===== src/rtl/uart_pattern_gen.sv =====
// UART test-pattern generator: walks a character range and feeds uart_tx through
// its tx_start/tx_data/tx_busy handshake in single, line or stream mode.
module uart_pattern_gen #(
  parameter int         INTERVAL_CYCLES = 25_000_000,
  parameter logic [7:0] FIRST_CHAR      = 8'h41,
  parameter logic [7:0] LAST_CHAR       = 8'h5A,
  parameter bit         APPEND_CRLF     = 1'b1,
  parameter int         CNT_WIDTH       = 16
) (
  input  logic                 clk,
  input  logic                 rst,
  input  logic                 enable,
  input  logic [1:0]           mode,
  input  logic                 tx_busy,
  output logic                 tx_start,
  output logic [7:0]           tx_data,
  output logic [CNT_WIDTH-1:0] char_count,
  output logic                 heartbeat,
  output logic                 missed
);

  localparam int            TW          = (INTERVAL_CYCLES > 2) ? $clog2(INTERVAL_CYCLES) : 1;
  localparam logic [TW-1:0] TIMER_LAST  = TW'(INTERVAL_CYCLES - 1);
  localparam logic [1:0]    MODE_SINGLE = 2'b00;
  localparam logic [1:0]    MODE_LINE   = 2'b01;
  localparam logic [1:0]    MODE_STREAM = 2'b10;
  localparam logic [7:0]    CHAR_CR     = 8'h0D;
  localparam logic [7:0]    CHAR_LF     = 8'h0A;

  typedef enum logic [1:0] {ST_IDLE, ST_START, ST_GUARD, ST_WAIT} state_t;

  state_t                 state_reg, state_next;
  logic [TW-1:0]          timer_reg;
  logic [1:0]             mode_reg, mode_next;
  logic [7:0]             ptr_reg, ptr_next, ptr_adv;
  logic [7:0]             tx_data_reg, tx_data_next;
  logic [CNT_WIDTH-1:0]   char_count_reg;
  logic                   heartbeat_reg, missed_reg;
  logic                   tick, in_range, crlf_en, line_done;

  assign tick       = enable && (timer_reg == TIMER_LAST);
  assign in_range   = (ptr_reg >= FIRST_CHAR) && (ptr_reg <= LAST_CHAR);
  assign crlf_en    = APPEND_CRLF && (mode_reg != MODE_SINGLE);
  assign line_done  = APPEND_CRLF ? (tx_data_reg == CHAR_LF) : (tx_data_reg == LAST_CHAR);

  assign tx_data    = tx_data_reg;
  assign char_count = char_count_reg;
  assign heartbeat  = heartbeat_reg;
  assign missed     = missed_reg;

  always_ff @(posedge clk or posedge rst) begin
    if (rst)
      timer_reg <= '0;
    else if (!enable || tick)
      timer_reg <= '0;
    else
      timer_reg <= timer_reg + 1'b1;
  end

  // Successor of ptr; CR/LF sit outside the character range and are only reachable
  // when framing is active for the latched mode.
  always_comb begin
    ptr_adv = ptr_reg + 8'd1;
    if (ptr_reg == LAST_CHAR)
      ptr_adv = crlf_en ? CHAR_CR : FIRST_CHAR;
    else if (!in_range)
      ptr_adv = (ptr_reg == CHAR_CR && crlf_en) ? CHAR_LF : FIRST_CHAR;
  end

  always_comb begin
    state_next   = state_reg;
    mode_next    = mode_reg;
    ptr_next     = ptr_reg;
    tx_data_next = tx_data_reg;
    tx_start     = 1'b0;
    case (state_reg)
      ST_IDLE: begin
        case (mode)
          MODE_SINGLE: if (tick) begin
            state_next   = ST_START;
            mode_next    = mode;
            ptr_next     = in_range ? ptr_reg : FIRST_CHAR;
            tx_data_next = in_range ? ptr_reg : FIRST_CHAR;
          end
          MODE_LINE: if (tick) begin
            state_next   = ST_START;
            mode_next    = mode;
            ptr_next     = FIRST_CHAR;
            tx_data_next = FIRST_CHAR;
          end
          MODE_STREAM: if (enable) begin
            state_next   = ST_START;
            mode_next    = mode;
            tx_data_next = ptr_reg;
          end
          default: ;
        endcase
      end
      ST_START: begin
        if (!tx_busy) begin
          tx_start   = 1'b1;
          ptr_next   = ptr_adv;
          state_next = ST_GUARD;
        end
      end
      // uart_tx may not have raised tx_busy yet in the cycle after the pulse.
      ST_GUARD: state_next = ST_WAIT;
      ST_WAIT: begin
        if (!tx_busy) begin
          state_next = ST_IDLE;
          if ((mode_reg == MODE_LINE && !line_done && enable) ||
              (mode_reg == MODE_STREAM && enable)) begin
            state_next   = ST_START;
            tx_data_next = ptr_reg;
          end
        end
      end
      default: state_next = ST_IDLE;
    endcase
  end

  always_ff @(posedge clk or posedge rst) begin
    if (rst) begin
      state_reg      <= ST_IDLE;
      mode_reg       <= MODE_SINGLE;
      ptr_reg        <= FIRST_CHAR;
      tx_data_reg    <= FIRST_CHAR;
      char_count_reg <= '0;
      heartbeat_reg  <= 1'b0;
      missed_reg     <= 1'b0;
    end else begin
      state_reg   <= state_next;
      mode_reg    <= mode_next;
      ptr_reg     <= ptr_next;
      tx_data_reg <= tx_data_next;
      if (tx_start)
        char_count_reg <= char_count_reg + 1'b1;
      if (tick)
        heartbeat_reg <= ~heartbeat_reg;
      // Line and stream runs outlast a tick by design, so only single mode flags drops.
      if (tick && state_reg != ST_IDLE && mode_reg == MODE_SINGLE)
        missed_reg <= 1'b1;
    end
  end

endmodule


===== config.mk =====
export PLATFORM = sky130hd
export DESIGN_NAME = uart_pattern_gen
export DESIGN_NICKNAME = d
export VERILOG_FILES = /design/src/rtl/uart_pattern_gen.sv
export SDC_FILE = /design/constraint.sdc
export NUM_CORES = 1
export LEC_CHECK = 0
export ABC_AREA = 0
export CELL_PAD_IN_SITES_DETAIL_PLACEMENT = 1
export CELL_PAD_IN_SITES_GLOBAL_PLACEMENT = 2
export CORE_MARGIN = 4
export CORE_UTILIZATION = 37
export CTS_CLUSTER_SIZE = 28
export DETAILED_ROUTE_END_ITERATION = 12
export GPL_ROUTABILITY_DRIVEN = 0
export GPL_TIMING_DRIVEN = 1
export HOLD_SLACK_MARGIN = 0.02
export PLACE_DENSITY = 0.88
export REMOVE_ABC_BUFFERS = 1
export SETUP_SLACK_MARGIN = 0.2
export SLEW_MARGIN = 10
export SYNTH_ARGS = -nofsm -noshare
export SYNTH_HDL_FRONTEND = slang
export SYNTH_SLANG_ARGS = --single-unit

===== constraint.sdc =====
create_clock -name clk -period 2.8 [get_ports clk]
set_clock_uncertainty 0.05 [all_clocks]
set_input_delay 0.84 -clock clk [delete_from_list [all_inputs] [get_ports clk]]
set_output_delay 0.84 -clock clk [all_outputs]
set_load 0.03 [all_outputs]

==> results of run 1 <==
what timing repair did:
item,CTS,global route
cloned,0,0
gates resized for setup,7,10
setup buffers,0,2
endpoints found under the setup margin,16,18
endpoints found under the hold margin,0,0
pin swaps,1,4
final cells by class:
class | count | area, um^2 | area share [%]
inverter | 23 | 86.3 | 1.99
multi-input combinational | 255 | 1790 | 41.3
timing repair buffer | 56 | 519 | 12.0
clock inverter | 3 | 65.1 | 1.50
tap | 111 | 139 | 3.20
sequential | 63 | 1580 | 36.4
clock buffer | 13 | 159 | 3.66
power by group:
part	internal (W)	leakage, nW	switching (W)
Sequential	0.00106	0.829	0.000199
Combinational	0.000630	0.901	0.000696
Clock	0.000550	0.114	0.000356
placed cells by master (no fill, tap or decap), types with 3 or more instances in the layout:
master           count
and3_1               4
o2bb2ai_1            3
nand3_1             21
clkdlybuf4s50_1     29
mux2_2               7
buf_4               22
xor2_1               7
o21ai_0              7
dfstp_2              4
nand2_1             21
nor2_1              39
dfrtp_1             58
o211ai_1             4
inv_1               22
nand4_1             12
ha_1                11
and2b_1              4
a21oi_1              5
o21a_1               3
a21o_1               4
clkbuf_8            11
o41ai_1              3
mux2i_1              5
xnor2_1             33
nor3_1              16
critical path, delay by kind of cell:
family          cells  cell delay [ps]
compound gates      1              340
buf+inv             3              730
simple gates        1              570
mux                 1              270
worst paths after layout:
path | startpoint | to | slack, ps | depth (start not counted)
max in group asynchronous | rst | tx_data[6] | 1530 | 3
worst min-delay path | char_count[15] | char_count[15] | 420 | 1
worst max register to register | timer_reg[7] | mode_reg[1] | 330 | 6
worst max-delay path | enable | mode_reg[1] | 230 | 6
worst min register to register | char_count[15] | char_count[15] | 420 | 1
min in group asynchronous | rst | char_count[10] | 850 | 3
metrics by stage:
step | setup TNS (ps) | power (W)
final | 0 | 0.00349
after global routing | 0 | 0.00370
after floorplan | 0 | 0.00203
after global placement | -2260 | 0.00248
after detailed placement | -3570 | 0.00251
after CTS | 0 | 0.00344
per-layer routing:
| layer | share of wire, % | global-route usage [%] | routed length, um | up-vias |
|---|---|---|---|---|
| met3 | 3.2 | 3.52 | 275 | 11 |
| li1 | - | - | - | 1343 |
| met1 | 48 | 21.8 | 4150 | 1384 |
| met4 | 1.3 | 4.31 | 113 | 0 |
| met5 | 0 | 0 | 0 | - |
| met2 | 48 | 27.8 | 4180 | 45 |
cell families (layout without fill, tap and decap cells):
| group | after synthesis | in the layout | share of synthesized area, % |
|---|---|---|---|
| simple gates | 145 | 145 | 21.8 |
| flops | 63 | 63 | 45.4 |
| compound gates | 43 | 43 | 9.51 |
| xor+xnor | 40 | 40 | 10.1 |
| buf+inv | 37 | 95 | 4.27 |
| mux | 14 | 14 | 4.34 |
| fa+ha+maj | 13 | 13 | 4.67 |
==> results_tabular.tex, run 1 <==
\begin{tabular}{lr}
\hline
Metric & Value \\
\hline
\multicolumn{2}{l}{\textbf{Critical path}} \\
Worst-path maximum fanout & 3 \\
Crit Path Category & in -> reg \\
Critical path's largest stage delay & 570 ps \\
Endpoint arrival time on the critical path & 2750 ps \\
CP endpoint kind & flip-flop \\
Chain of cells forming the critical path & clkdlybuf4s50\_1 -> inv\_1 -> or4\_4 -> buf\_4 -> a211o\_2 -> mux2\_2 \\
Kind of start point of the critical path & primary input \\
Worst path slowest cell & or4\_4 \\
Data required time of the critical path & 2970 ps \\
\multicolumn{2}{l}{\textbf{Route}} \\
Detail-routed net length per standard cell & 16.7 um \\
Via count & 2,783 \\
Drt initial violations & 106 \\
Overall routed net length & 8.73 mm \\
Residual DRC count & 0 \\
Remaining number of nets flagged by the antenna check after routing & 0 \\
Routed vias/inst & 5.31 \\
First-pass DRT Iterations & 4 \\
\multicolumn{2}{l}{\textbf{CTS}} \\
\# clock sinks & 63 \\
Root Buffer & clkbuf\_8 \\
Latest clock arrival within the worst-skew pair & 340 ps \\
Maximum clock path buffer count & 2 \\
Clock tree from TritonCTS & built \\
Count of H-tree levels built during CTS & 3 \\
Quantity of hold-fixing buffers added after cts & 0 \\
Number of buffers created by CTS & 9 \\
Clock-pin slew reported for the worst setup and hold paths after clock tree synthesis & 70 ps \\
\multicolumn{2}{l}{\textbf{Layout}} \\
Max FFs per register & 25 \\
Post-Layout Cell Count & 524 \\
Number of nets in the finished design & 427 \\
Core Util, Final & 47.2\% \\
Number of antenna repair diodes & 0 \\
Post-route cell area & 4340 um\^{}2 \\
Synth-to-Final Area Change & 24.6\% \\
Layout cell share with drive strength beyond 1 & 16.9\% \\
Fill count & 1,040 \\
\multicolumn{2}{l}{\textbf{Outcome}} \\
Status & finished, final reports clean \\
\multicolumn{2}{l}{\textbf{Yosys}} \\
Mean instance size in the synthesized netlist & 9.82 um\^{}2 \\
Main synth FF type & dfrtp\_1 \\
Fraction of registers with async set or reset after synthesis & 100\% \\
Yosys top cell by area & dfrtp\_1 \\
Yosys reg bits & 63 \\
Leading cell types by count after synthesis & dfrtp\_1, nor2\_1, xnor2\_1 \\
Cell with the most instances after synthesis & dfrtp\_1 \\
Cell area after technology mapping & 3490 um\^{}2 \\
Area fraction of the dominant cell type after synthesis & 42.4\% \\
Largest cells by area after synthesis & dfrtp\_1, xnor2\_1, ha\_1, nor2\_1, dfstp\_2 \\
Warnings, synthesis & 0 \\
Number of distinct library cells after synthesis & 55 \\
Sequential cell area fraction in the yosys report & 45.4\% \\
Cell count after synthesis & 355 \\
Post-synth EDFFs & 0 \\
\multicolumn{2}{l}{\textbf{GRT}} \\
Via count of the first global-routing pass & 2,902 \\
Pin count of the biggest net entering global routing & 64 \\
Antenna violations before repair & 0 \\
Total track usage & 16.6\% \\
First-pass GRT wire length & 14.8 mm \\
GR Overflow Total & 0 \\
\multicolumn{2}{l}{\textbf{Die}} \\
Core Region & 9200 um\^{}2 \\
Die area & 11,000 um\^{}2 \\
Overall die width & 105 um \\
Standard-cell rows & 35 \\
Initial standard-cell utilization of the core & 37.9\% \\
Y dimension of the die & 105 um \\
I/O pin count & 33 \\
\multicolumn{2}{l}{\textbf{STA}} \\
Final worst path period share & 92.0\% \\
Transition time at the pin with the least slew margin & 664 ps \\
Slew Limit Headroom & 55.4\% \\
Unrepaired setup endpoints after global routing & false \\
Post-route setup slack & 225 ps \\
Fmax & 388 MHz \\
Shortest clock period the worst path allows after layout & 2570 ps \\
Setup-violating endpoint count in the final report & 0 \\
Number of pins with negative max-slew slack in the final report & 0 \\
Final Hold Violating Endpoints & 0 \\
Hold\_ws & 417 ps \\
\multicolumn{2}{l}{\textbf{Flow run}} \\
Number of max-capacitance violations reported & 0 \\
\multicolumn{2}{l}{\textbf{Placement}} \\
Pre-CTS worst setup slack & -286 ps \\
Post-Place Cells & 506 \\
Number of buffers added on ports & 32 \\
Post-Place Cell Area & 4060 um\^{}2 \\
Hpwl dp & 6.30 mm \\
\multicolumn{2}{l}{\textbf{Power and ir drop}} \\
Total leakage power & 1.84 nW \\
VDD IR-drop max & 0.000564 V \\
Pwr/cell area & 803 nW/um\^{}2 \\
\multicolumn{2}{l}{\textbf{Hold path}} \\
Path class of the lowest-slack min-delay path & reg -> reg \\
\hline
\end{tabular}
No activity file was read; power rests on OpenSTA's default activity.
==> run 2: changes to the inputs <==
--- a/config.mk
+++ b/config.mk
@@ -8,12 +8,12 @@
 export ABC_AREA = 0
 export CELL_PAD_IN_SITES_DETAIL_PLACEMENT = 1
 export CELL_PAD_IN_SITES_GLOBAL_PLACEMENT = 2
-export CORE_MARGIN = 4
+export CORE_MARGIN = 3
 export CORE_UTILIZATION = 37
 export CTS_CLUSTER_SIZE = 28
 export DETAILED_ROUTE_END_ITERATION = 12
 export GPL_ROUTABILITY_DRIVEN = 0
-export GPL_TIMING_DRIVEN = 1
+export GPL_TIMING_DRIVEN = 0
 export HOLD_SLACK_MARGIN = 0.02
 export PLACE_DENSITY = 0.88
 export REMOVE_ABC_BUFFERS = 1
@@ -22,3 +22,4 @@
 export SYNTH_ARGS = -nofsm -noshare
 export SYNTH_HDL_FRONTEND = slang
 export SYNTH_SLANG_ARGS = --single-unit
+export TNS_END_PERCENT = 100
==> run 2 against run 1 <==
Against the previous run: worst setup slack better by 7.5 ps; sequential share of layout area is 1.0 points higher; routed wire length is 2.2% lower; clock-buffer cell count is 4 lower; hold slack better by 8.5 ps; largest power group unchanged; highest routed layer unchanged.
==> results_tabular.tex, run 2 (synthesis gave the netlist of run 1 again) <==
\begin{tabular}{lr}
\hline
Metric & Value \\
\hline
\multicolumn{2}{l}{\textbf{Power and ir drop}} \\
Total chip power & 0.00336 W \\
Clk pwr share & 23.7\% \\
Pwr/cell area & 795 nW/um\^{}2 \\
Relative contribution of combinational cells to total power & 38.9\% \\
Fraction of power spent switching nets & 37.9\% \\
Internal Power & 0.00208 W \\
Sequential power share & 37.4\% \\
Psw & 0.00127 W \\
VDD IR-drop max & 0.000394 V \\
Total leakage power & 1.74 nW \\
\multicolumn{2}{l}{\textbf{CTS}} \\
Number of buffers created by CTS & 9 \\
Latest clock arrival within the worst-skew pair & 350 ps \\
Count of H-tree levels built during CTS & 3 \\
Maximum clock path buffer count & 2 \\
Clock-pin slew reported for the worst setup and hold paths after clock tree synthesis & 80 ps \\
Clock tree from TritonCTS & built \\
Quantity of hold-fixing buffers added after cts & 0 \\
Root Buffer & clkbuf\_8 \\
\# clock sinks & 63 \\
\multicolumn{2}{l}{\textbf{Layout}} \\
Core Util, Final & 47.3\% \\
Number of antenna repair diodes & 0 \\
Synth-to-Final Area Change & 21.3\% \\
Layout cell share with drive strength beyond 1 & 16.6\% \\
Fill count & 1,033 \\
Number of nets in the finished design & 411 \\
Post-route cell area & 4230 um\^{}2 \\
Most frequent cells in the layout & dfrtp\_1, nor2\_1, xnor2\_1 \\
Leading cell type in the layout, fill and taps excluded & dfrtp\_1 \\
Max FFs per register & 25 \\
\multicolumn{2}{l}{\textbf{STA}} \\
Final Hold Violating Endpoints & 0 \\
Setup-violating endpoint count in the final report & 0 \\
Shortest clock period the worst path allows after layout & 2570 ps \\
Unrepaired setup endpoints after global routing & true \\
Post-route setup slack & 233 ps \\
Slew Limit Headroom & 47.6\% \\
Final worst path period share & 91.7\% \\
Summed negative setup slack over all endpoints & 0 ps \\
Number of pins with negative max-slew slack in the final report & 0 \\
Fmax & 389 MHz \\
Transition time at the pin with the least slew margin & 787 ps \\
\multicolumn{2}{l}{\textbf{Route}} \\
Detail-routed net length per standard cell & 16.9 um \\
First-pass DRT Iterations & 6 \\
Residual DRC count & 0 \\
Routed vias/inst & 5.42 \\
Remaining number of nets flagged by the antenna check after routing & 0 \\
Overall routed net length & 8.53 mm \\
Via count & 2,737 \\
Drt initial violations & 87 \\
\multicolumn{2}{l}{\textbf{GRT}} \\
Pin count of the biggest net entering global routing & 64 \\
First-pass GRT wire length & 14.3 mm \\
Antenna violations before repair & 0 \\
Total track usage & 17.1\% \\
GR Overflow Total & 0 \\
Via count of the first global-routing pass & 2,959 \\
\multicolumn{2}{l}{\textbf{Placement}} \\
Pre-CTS worst setup slack & -930 ps \\
Post-Place Cell Area & 3880 um\^{}2 \\
Hpwl dp & 5.87 mm \\
Number of buffers added on ports & 32 \\
\multicolumn{2}{l}{\textbf{Hold path}} \\
Path class of the lowest-slack min-delay path & reg -> reg \\
\multicolumn{2}{l}{\textbf{Critical path}} \\
Kind of start point of the critical path & flip-flop \\
CP endpoint kind & primary output \\
Crit Path Category & reg -> out \\
Data required time of the critical path & 1910 ps \\
Endpoint arrival time on the critical path & 1680 ps \\
Internal reg-to-reg setup slack & 290 ps \\
Worst-path maximum fanout & 9 \\
\multicolumn{2}{l}{\textbf{Die}} \\
Standard-cell rows & 34 \\
Y dimension of the die & 103 um \\
Die area & 10,600 um\^{}2 \\
Overall die width & 103 um \\
Core Region & 8930 um\^{}2 \\
Initial standard-cell utilization of the core & 39.0\% \\
I/O pin count & 33 \\
\multicolumn{2}{l}{\textbf{Outcome}} \\
Status & finished, final reports clean \\
\multicolumn{2}{l}{\textbf{Flow run}} \\
Number of max-capacitance violations reported & 0 \\
\hline
\end{tabular}
==> run 2: cell count changes in the layout (fill, tap and decap cells not counted), sizes merged <==
cell / previous run / this run
clkinvlp: 0 / 2
inv: 23 / 24
bufinv: 2 / 1
clkdlybuf4s15: 0 / 1
clkdlybuf4s50: 29 / 27
clkinv: 1 / 3
dlygate4sd2: 1 / 3
dlymetal6s2s: 1 / 0
clkbuf: 13 / 10
buf: 25 / 8
==> run 2: timing repair <==
action | 4_1_cts | 5_1_grt
endpoints found under the setup margin | 24 | 33
buffers inserted | 6 | 2
endpoints found under the hold margin | 0 | 0
gates resized for setup | 24 | 8
pin swaps | 3 | 1
==> run 2: worst paths after layout <==
kind	from	to	cells after the start
worst max-delay path	state_reg[1]	tx_start	4
max in group asynchronous	rst	timer_reg[15]	2
worst max register to register	timer_reg[15]	tx_data[7]	6
worst min-delay path	char_count[15]	char_count[15]	1
min in group asynchronous	rst	timer_reg[20]	2
worst min register to register	char_count[15]	char_count[15]	1
==> run 2: cell type report <==
type | instances | area (um^2) | area share [%]
well taps | 108 | 135 | 3.20
repair buffers | 40 | 385 | 9.12
clock buffers | 9 | 124 | 2.93
inverters | 23 | 88.8 | 2.10
clock inverters | 7 | 72.6 | 1.72
multi-input cells | 255 | 1840 | 43.5
flip-flops and latches | 63 | 1580 | 37.4
==> run 2: power by group through the flow <==
stage                     logic (W)  clock network [W]  registers [W]
after floorplan            0.000685                  0        0.00134
after global placement      0.00113                  0        0.00126
after detailed placement    0.00114                  0        0.00127
after CTS                   0.00130           0.000823        0.00125
after global routing        0.00142           0.000867        0.00129
final                       0.00131           0.000796        0.00126
==> run 2: critical path, stage by stage, from the launching register on <==
cell	delay [ps]
dfrtp_1	410
inv_1	90
ha_2	310
nor2b_4	220
clkdlybuf4s15_2	310
==> run 2: layer usage <==
metal,wire [um],GRT usage [%],up-vias,share of wire (%)
li1,-,-,1307,-
met1,3990,22.2,1384,47
met2,4230,28.1,38,50
met3,225,3.32,8,2.6
met4,90,6.77,0,1.1
met5,0,0,-,0
==> run 2: stage by stage <==
step           hold slack (ps)  instances
5_1_grt                    459        505
6_report                   426        505
3_3_place_gp               402        481
3_5_place_dp               421        481
4_1_cts                    435        503
2_1_floorplan              426        341
==> run 3: changes to the inputs <==
--- a/config.mk
+++ b/config.mk
@@ -6,6 +6,7 @@
 export NUM_CORES = 1
 export LEC_CHECK = 0
 export ABC_AREA = 0
+export CAP_MARGIN = 20
 export CELL_PAD_IN_SITES_DETAIL_PLACEMENT = 1
 export CELL_PAD_IN_SITES_GLOBAL_PLACEMENT = 2
 export CORE_MARGIN = 3
==> results of run 3 <==
The final DEF is identical to that of run 2; final timing and power are the same.
